<file path="src/rtl/rt_input_buffer_if.sv">
// ---------------------------------------------------------------------------
// rt_input_buffer_if
// Groups the flit handshake signals of one router input stage.
//   in_req/in_data/in_ack       : upstream req/ack flit link into the buffer
//   out_req/out_data/out_dir/   : head flit, its XY route and the downstream
//   out_ack                       consume strobe
//   count                       : buffer occupancy
// Modports: slave = the buffer itself, master = upstream/downstream side.
// ---------------------------------------------------------------------------
interface rt_input_buffer_if #(
  parameter int WIDTH = 512,
  parameter int DEPTH = 4
);
  logic                    in_req;
  logic [WIDTH-1:0]        in_data;
  logic                    in_ack;
  logic                    out_req;
  logic [WIDTH-1:0]        out_data;
  logic [2:0]              out_dir;
  logic                    out_ack;
  logic [$clog2(DEPTH):0]  count;

  modport slave (
    input  in_req, in_data, out_ack,
    output in_ack, out_req, out_data, out_dir, count
  );

  modport master (
    output in_req, in_data, out_ack,
    input  in_ack, out_req, out_data, out_dir, count
  );
endinterface

</file>
<file path="src/rtl/rt_input_buffer.sv">
// ---------------------------------------------------------------------------
// rt_input_buffer
// Per-port mesh router input stage: a DEPTH-entry flit FIFO that computes the
// XY dimension-order output direction of each flit as it is enqueued and
// presents the head flit plus direction to the switch stage.
// Ports:
//   clk  : clock, rising edge
//   rst  : asynchronous active-high reset (discards all buffered flits)
//   bus  : rt_input_buffer_if.slave
//          in_req/in_data/in_ack   upstream flit handshake
//          out_req/out_data/out_dir/out_ack  head flit handshake
//          count                   occupancy
// Direction encoding: 0=N, 1=E, 2=S, 3=W, 4=LOCAL.
// ---------------------------------------------------------------------------
module rt_input_buffer #(
  parameter int WIDTH   = 512,
  parameter int DEPTH   = 4,
  parameter int COORD_W = 4,
  parameter int MY_X    = 0,
  parameter int MY_Y    = 0
) (
  input  logic               clk,
  input  logic               rst,
  rt_input_buffer_if.slave   bus
);

  localparam int AW = $clog2(DEPTH);
  localparam int CW = AW + 1;

  localparam logic [COORD_W-1:0] MX = COORD_W'(MY_X);
  localparam logic [COORD_W-1:0] MY = COORD_W'(MY_Y);

  localparam logic [2:0] DIR_N     = 3'd0;
  localparam logic [2:0] DIR_E     = 3'd1;
  localparam logic [2:0] DIR_S     = 3'd2;
  localparam logic [2:0] DIR_W     = 3'd3;
  localparam logic [2:0] DIR_LOCAL = 3'd4;

  // X is resolved before Y; mesh bounds are trusted to the source.
  function automatic logic [2:0] xy_route(input logic [COORD_W-1:0] dx,
                                          input logic [COORD_W-1:0] dy);
    logic [2:0] dir;
    if (dx > MX)      dir = DIR_E;
    else if (dx < MX) dir = DIR_W;
    else if (dy > MY) dir = DIR_S;
    else if (dy < MY) dir = DIR_N;
    else              dir = DIR_LOCAL;
    return dir;
  endfunction

  logic [WIDTH-1:0] r_mem     [DEPTH];
  logic [2:0]       r_dir_mem [DEPTH];
  logic [AW-1:0]    r_wr_ptr;
  logic [AW-1:0]    r_rd_ptr;
  logic [CW-1:0]    r_count;

  logic             w_in_ack;
  logic             w_out_req;
  logic             w_push;
  logic             w_pop;
  logic [2:0]       w_route;

  // Handshake flags depend on registered occupancy only, so there is no
  // combinational path from out_ack to in_ack (no full-bypass).
  assign w_in_ack  = (r_count != CW'(DEPTH));
  assign w_out_req = (r_count != '0);
  assign w_push    = bus.in_req & w_in_ack;
  assign w_pop     = w_out_req & bus.out_ack;

  assign w_route = xy_route(bus.in_data[COORD_W-1:0],
                            bus.in_data[2*COORD_W-1:COORD_W]);

  // Stage boundary: enqueue -- control state, async-cleared so out_req drops
  // together with rst rather than at the next edge.
  always_ff @(posedge clk or posedge rst) begin
    if (rst) begin
      r_wr_ptr <= '0;
      r_rd_ptr <= '0;
      r_count  <= '0;
    end else begin
      if (w_push) r_wr_ptr <= r_wr_ptr + 1'b1;
      if (w_pop)  r_rd_ptr <= r_rd_ptr + 1'b1;
      case ({w_push, w_pop})
        2'b10:   r_count <= r_count + 1'b1;
        2'b01:   r_count <= r_count - 1'b1;
        default: r_count <= r_count;
      endcase
    end
  end

  // Storage holds data only and is left unreset; the route is captured with
  // the flit so the head direction is ready without recomputation.
  always_ff @(posedge clk) begin
    if (w_push) begin
      r_mem[r_wr_ptr]     <= bus.in_data;
      r_dir_mem[r_wr_ptr] <= w_route;
    end
  end

  // Stage boundary: head presentation straight from the entry at rd_ptr.
  assign bus.in_ack   = w_in_ack;
  assign bus.out_req  = w_out_req;
  assign bus.out_data = r_mem[r_rd_ptr];
  assign bus.out_dir  = r_dir_mem[r_rd_ptr];
  assign bus.count    = r_count;

endmodule
</file>
<file path="src/flat_wrapper.sv">
// flat-port wrapper written by rule: the top's interface ports become plain ports
module rt_input_buffer_flat 
#(
  parameter int WIDTH   = 512,
  parameter int DEPTH   = 4,
  parameter int COORD_W = 4,
  parameter int MY_X    = 0,
  parameter int MY_Y    = 0
)
  (clk, rst, bus_in_req, bus_in_data, bus_out_ack, bus_in_ack, bus_out_req, bus_out_data, bus_out_dir, bus_count);
  rt_input_buffer_if #(.WIDTH(WIDTH), .DEPTH(DEPTH)) bus_i ();
  input  logic clk;
  input  logic rst;
  input wire logic [$bits(bus_i.in_req)-1:0] bus_in_req;
  input wire logic [$bits(bus_i.in_data)-1:0] bus_in_data;
  input wire logic [$bits(bus_i.out_ack)-1:0] bus_out_ack;
  output wire logic [$bits(bus_i.in_ack)-1:0] bus_in_ack;
  output wire logic [$bits(bus_i.out_req)-1:0] bus_out_req;
  output wire logic [$bits(bus_i.out_data)-1:0] bus_out_data;
  output wire logic [$bits(bus_i.out_dir)-1:0] bus_out_dir;
  output wire logic [$bits(bus_i.count)-1:0] bus_count;
  assign bus_i.in_req = bus_in_req;
  assign bus_i.in_data = bus_in_data;
  assign bus_i.out_ack = bus_out_ack;
  assign bus_in_ack = bus_i.in_ack;
  assign bus_out_req = bus_i.out_req;
  assign bus_out_data = bus_i.out_data;
  assign bus_out_dir = bus_i.out_dir;
  assign bus_count = bus_i.count;
  rt_input_buffer #(.WIDTH(WIDTH), .DEPTH(DEPTH), .COORD_W(COORD_W), .MY_X(MY_X), .MY_Y(MY_Y)) u_core (.clk(clk), .rst(rst), .bus(bus_i));
endmodule
</file>
<file path="config.mk">
export PLATFORM = sky130hd
export DESIGN_NAME = rt_input_buffer_flat
export DESIGN_NICKNAME = d
export VERILOG_FILES = /design/src/rtl/rt_input_buffer_if.sv /design/src/rtl/rt_input_buffer.sv /design/src/flat_wrapper.sv
export SDC_FILE = /design/constraint.sdc
export NUM_CORES = 1
export LEC_CHECK = 0
export BUFFER_PORTS_ARGS = -buffer_cell sky130_fd_sc_hd__buf_4
export CAP_MARGIN = 20
export CORE_AREA = 2 2 409 411
export CTS_CLUSTER_DIAMETER = 150
export DETAILED_ROUTE_END_ITERATION = 12
export DIE_AREA = 0 0 411 413
export GPL_ROUTABILITY_DRIVEN = 0
export HOLD_SLACK_MARGIN = 0.12
export PLACE_DENSITY_LB_ADDON = 0.05
export SLEW_MARGIN = 20
export SYNTH_ARGS = -nofsm -noshare
export SYNTH_HDL_FRONTEND = slang
export SYNTH_SLANG_ARGS = --single-unit
</file>
<file path="constraint.sdc">
create_clock -name clk -period 31 [get_ports clk]
set_input_delay 6.2 -clock clk [delete_from_list [all_inputs] [get_ports clk]]
set_output_delay 6.2 -clock clk [all_outputs]
set_load 0.01 [all_outputs]
</file>
==> flow_summary.yaml, run 1 <==
worst_setup_path:
  cp_common_cell: "buf_4"
  r2r_slack_ps: 26290
  critPathLaunchType: "flop"
  cpMaxStageDelayCell: "dfrtp_4"
  critPathMaxFanout: 103
  crit_required_ps: 24800
  cp_cell_sequence: "buf_4 -> buf_4 -> buf_12 -> buf_6 -> mux4_2 -> buf_4"
  critical_path_class: "flop to output pin"
  cp.arrival_ps: 5860
  end_kind: "output pin"
  critPathMaxStageDelay_ps: 1000
hold_path:
  min_path_type: "flop to flop"
logic_synthesis:
  ys.flop_type: "edfxtp_1"
  yosysSeqAreaShare_pct: 83.2
  synthCells: 2732
  yosys.area.top_type: "edfxtp_1"
  synth-edff-count: 2060
  ys_types: 25
  yosys_warnings: 0
  synth_top_area_share_pct: 82.9
  synth.most_common_cell: "edfxtp_1"
  ys_seq_elements: 2067
  syn-num-nets: 3254
  netlist_top_cells_area: "edfxtp_1 83%, mux4_2 16%, buf_2 0.43%, buf_6 0.24%, dfrtp_1 0.23%"
  syn-cell-area_um2: 74600
  synth.avg_cell_area_um2: 27.3
  synthArstFlopShare_pct: 0.339
  synthTopCellsByCount: "2,060 x edfxtp_1, 515 x mux4_2, 64 x buf_2"
power:
  p_per_area_nw_per_um2: 99.7
  ir_worst_vdd_v: 0.0000857
  leakagePower_uw: 0.0308
global_routing:
  overflow: 0
  grt_pass1_vias: 36000
  grtUsageTotal_pct: 21.5
  grt_pass1_wl_um: 260000
  antenna_found_initial: 59
  grt_max_degree: 151
sta:
  rsz0062_at_grt: "false"
  clock_skew_ps: 23.7
  setup_tns_ps: 0
  max_slew_margin_pct: 22.9
  finalCriticalPeriod_ps: 12060
  maxSlewViolCount: 0
  hold_violations: 0
  max_freq_mhz: 82.9
  period_share_pct: 38.9
  worstMarginPinSlew_ps: 1160
  setup_viol: 0
floorplan:
  dieArea_um2: 170000
  start_util_pct: 44.9
  chipHeight_um: 413
  coreArea_um2: 166000
  die_x_um: 411
  row_count: 150
  num_io_pins: 1036
route:
  top_layer: "met5"
  met3_wirelength_um: 17300
  drc: 0
  met1_length_um: 67900
  vias_per_cell: 5.38
  wl_per_cell_um: 29.5
  drt_iter0_markers: 2413
  drt_first_pass_iters: 5
  wl_um: 186000
  dr_total_vias: 34000
  postRouteAntennaNets: 0
  wl_met2_um: 94600
finish:
  instances_no_fill: 6311
  drive_gt1_share_pct: 46.1
  final_nets: 4428
  area.growth.synth_to_final_pct: 22.6
clock_tree:
  cts.sinks: 2067
  post-cts-setup-buffers: 0
  cts_resized: 0
  cts_buffers: 210
  cts_max_level: 4
  clk_latency_ps: 820
  clk_path_buf_depth: 3
  clock-root-buffer: "clkbuf_16"
  cts_tree: "built"
  clkTransAtPathRegs_ps: 60
  cts_hold_buf: 0
status:
  status: "completed"
flow_run:
  cap_violations: 0
placement:
  io_buffers: 1035
  dpl.hpwl_um: 121000
  placed_cells: 5897
==> power by group <==
part           total (uW)  internal, uW  switching, uW
combinational        2920          1330           1590
sequential           3830          3700            137
clock                2360          1340           1020
total                9120          6370           2750
==> logic make-up (layout without fill, tap and decap cells) <==
family | count (synthesis) | after routing | synth area share (%)
DFF | 2067 | 2067 | 83.2
muxes | 517 | 517 | 15.6
buffers and inverters | 122 | 1476 | 0.938
and+or+nand+nor | 13 | 13 | 0.104
adders and majority gates | 6 | 6 | 0.111
xor gates and xnor gates | 6 | 6 | 0.0705
AOI/OAI and AO/OA | 1 | 1 | 0.0117
other | 0 | 21 | 0
==> cells in the final DEF, fill, tap and decap left out <==
master | synthesis | layout
fa_1 | 1 | 1
nor2_1 | 2 | 2
mux2i_1 | 1 | 1
or3_1 | 1 | 1
xor2_1 | 3 | 3
dfrtp_1 | 7 | 5
nor4_1 | 1 | 1
bufinv_16 | 0 | 8
clkinv_2 | 0 | 47
and2_1 | 1 | 1
mux4_2 | 515 | 515
o31a_1 | 1 | 1
inv_16 | 0 | 3
clkinv_8 | 0 | 2
or3b_1 | 1 | 1
buf_12 | 0 | 8
mux2_2 | 1 | 1
xnor2_1 | 3 | 3
diode_2 | 0 | 21
and3_4 | 0 | 4
clkinv_1 | 0 | 61
or4_1 | 1 | 1
ha_1 | 5 | 5
buf_4 | 11 | 1066
inv_6 | 0 | 4
dfrtp_4 | 0 | 2
nand2_1 | 1 | 1
buf_6 | 16 | 2
nor2b_1 | 1 | 1
edfxtp_1 | 2060 | 2060
inv_1 | 7 | 7
clkbuf_1 | 12 | 48
clkinvlp_4 | 0 | 2
clkbuf_16 | 0 | 217
buf_16 | 0 | 1
==> per-stage QoR <==
stage          cell area (um2)  power (uW)  setup slack, ps  utilization [%]  hold WS [ps]
3_5_place_dp             84900        6890            19180             51.2           593
4_1_cts                  91300        9270            18260             55.0           606
3_3_place_gp             84900        6840            19290             51.2           548
6_report                 91400        9120            18940             55.1           597
5_1_grt                  91400        9500            18270             55.1           652
2_1_floorplan            74600        5760            12180                -           534
==> critical path: cells and delay by family (launching register included) <==
family / cells / cell delay, ps
multiplexers: 1 / 640
flip-flops: 1 / 1000
buffers and inverters: 5 / 3170
==> state kept, by name (all words and copies together), names as in the netlist <==
name,cells
u_core.r_wr_ptr,2
u_core.r_dir_mem,12
u_core.bus.count,3
u_core.r_rd_ptr,2
u_core.r_mem,2048
==> worst paths after layout <==
path,startpoint,to,depth (start not counted)
min,u_core.r_wr_ptr[1],u_core.r_wr_ptr[1],1
min reg2reg,u_core.r_wr_ptr[1],u_core.r_wr_ptr[1],1
min in group asynchronous,rst,u_core.r_wr_ptr[1],2
max reg2reg,u_core.bus.count[2],u_core.r_mem[2][153],5
max,u_core.r_rd_ptr[0],bus_out_data[170],6
max in group asynchronous,rst,u_core.r_rd_ptr[0],2
==> final cells by class <==
cell class / count / area [um2]
fill: 12600 / 74500
sequential: 2067 / 62000
multi-input combinational: 543 / 11900
timing repair buffer: 1077 / 8210
clock buffer: 265 / 5610
tap: 2204 / 2760
clock inverter: 127 / 847
antenna: 21 / 52.6
inverter: 7 / 26.3
==> per-layer routing <==
layer / GRT usage, % / vias up
li1: - / 14400
met4: 7.60 / 62
met1: 25.4 / 18100
met2: 35.9 / 1136
met3: 8.57 / 342
met5: 0 / -
(Power assumes the default switching activity.)
==> run 2: changes to the inputs <==
clock period = 9.7 ns   (was 31 ns; I/O delays follow)
==> run 2 against run 1 <==
  * Critical path depth decreased by 2
  * First-iteration DRC count up 13%
  * Routed wire length grew 0.64%
  * Register-to-register slack got worse by 20000 ps
  * Clock skew hardly changed
  * Via count barely moved
  * Sequential share of layout area decreased by 0.078 points
  * Die area unchanged
  * Flip-flop and latch count stayed put
  * Worst hold slack worse by 26 ps
  * Critical path type unchanged
==> flow_summary.yaml, run 2 (same netlist as run 1, synthesis figures left out) <==
sta:
  period_share_pct: 60.9
  clock_skew_ps: 23.6
  max_freq_mhz: 169
  setup_tns_ps: 0
  max_slew_margin_pct: 9.01
  maxSlewViolCount: 0
  worstMarginPinSlew_ps: 1360
  setup_viol: 0
  hold_slack_ps: 570
  rsz0062_at_grt: "false"
  hold_violations: 0
  finalCriticalPeriod_ps: 5900
route:
  top_layer: "met5"
  dr_total_vias: 34000
  drt_first_pass_iters: 5
  postRouteAntennaNets: 0
  wl_met2_um: 94100
  met3_wirelength_um: 18900
  met1_length_um: 67800
  drt_iter0_markers: 2730
  vias_per_cell: 5.39
  drc: 0
  wl_um: 187000
  wl_per_cell_um: 29.7
power:
  leakagePower_uw: 0.0308
  power_uw: 29300
  ir_worst_vdd_v: 0.000246
  p_per_area_nw_per_um2: 320
clock_tree:
  cts.sinks: 2067
  post-cts-setup-buffers: 0
  cts_tree: "built"
  cts_resized: 0
  cts_buffers: 207
  clk_path_buf_depth: 3
  cts_hold_buf: 0
  clkTransAtPathRegs_ps: 60
  clock-root-buffer: "clkbuf_16"
  cts_max_level: 4
  clk_latency_ps: 810
finish:
  final_cell_mix: "2,060 x edfxtp_1, 1,066 x buf_4, 515 x mux4_2"
  drive_gt1_share_pct: 46.3
  instances_no_fill: 6301
  final_nets: 4430
  largest_reg_flops: 2048
  fin_area_um2: 91500
  largest_register: "u_core.r_mem"
  area.growth.synth_to_final_pct: 22.7
  layout_commonest_cell: "edfxtp_1"
placement:
  dpl.hpwl_um: 123000
  placed_cells: 5902
  placed_area_um2: 85000
  io_buffers: 1035
global_routing:
  antenna_found_initial: 61
  grtUsageTotal_pct: 21.6
  grt_max_degree: 150
  grt_pass1_wl_um: 260000
  grt_pass1_vias: 35900
  overflow: 0
worst_setup_path:
  startpoint: "u_core.r_rd_ptr[1]"
  end_kind: "output pin"
  rr_startpoint: "u_core.bus.count[2]"
  critical_path_class: "flop to output pin"
  crit_required_ps: 7760
  critPathMaxFanout: 148
  cp.arrival_ps: 3960
  critPathLaunchType: "flop"
hold_path:
  min-delay-start: "u_core.bus.count[2]"
  min_path_type: "flop to flop"
floorplan:
  start_util_pct: 44.9
  die_x_um: 411
  num_io_pins: 1036
  dieArea_um2: 170000
  coreArea_um2: 166000
  chipHeight_um: 413
  row_count: 150
status:
  status: "completed"
flow_run:
  cap_violations: 0
==> run 2: cell count changes in the layout (fill, tap and decap cells not counted), moves of 2 or more <==
cell       previous run  this run
bufinv_16             8        14
diode_2              21        19
clkbuf_16           217       214
clkbuf_1             48        35
buf_12                8        15
inv_16                3         1
==> run 2: where the power goes <==
group          switching (uW)  total, uW  internal [uW]
registers                 413      12200          11800
clock network            3230       7600           4370
logic                    5160       9450           4290
total                    8810      29300          20500
==> run 2: through the flow <==
step | setup WS (ps) | util [%]
detailed placement | 4420 | 51.2
global route | 3500 | 55.2
CTS | 3490 | 55.1
global placement | 4460 | 51.2
finish | 3800 | 55.2
floorplan | 1120 | -
==> run 2: worst max-delay path, cell delays in order, from the launching register on <==
cell and delay [ps]:
dfrtp_4 880, buf_4 500, buf_12 470, mux4_2 510, buf_4 200
==> run 2: final timing paths <==
path / end / cells after the start / slack, ps
worst max-delay path: bus_out_data[166] / 4 / 3800
worst min-delay path: u_core.bus.count[2] / 1 / 570
worst max register to register: u_core.r_mem[1][108] / 4 / 6170
worst min register to register: u_core.bus.count[2] / 1 / 570
max in group asynchronous: u_core.r_rd_ptr[1] / 2 / 8350
min in group asynchronous: u_core.bus.count[2] / 2 / 1090
==> run 2: layout make-up <==
class | instances | area (um2)
flip-flops and latches | 2067 | 62000
clock inverters | 130 | 973
multi-input cells | 543 | 11900
fillers | 12500 | 74400
inverters | 7 | 26.3
well taps | 2204 | 2760
clock buffers | 249 | 5490
repair buffers | 1082 | 8310
diodes | 19 | 47.5
==> run 2: metal layers <==
| metal | up-vias | GRT usage (%) |
|---|---|---|
| li1 | 14300 | - |
| met1 | 18000 | 25.4 |
| met2 | 1196 | 35.7 |
| met3 | 342 | 9.24 |
| met4 | 76 | 7.69 |
| met5 | - | 0 |
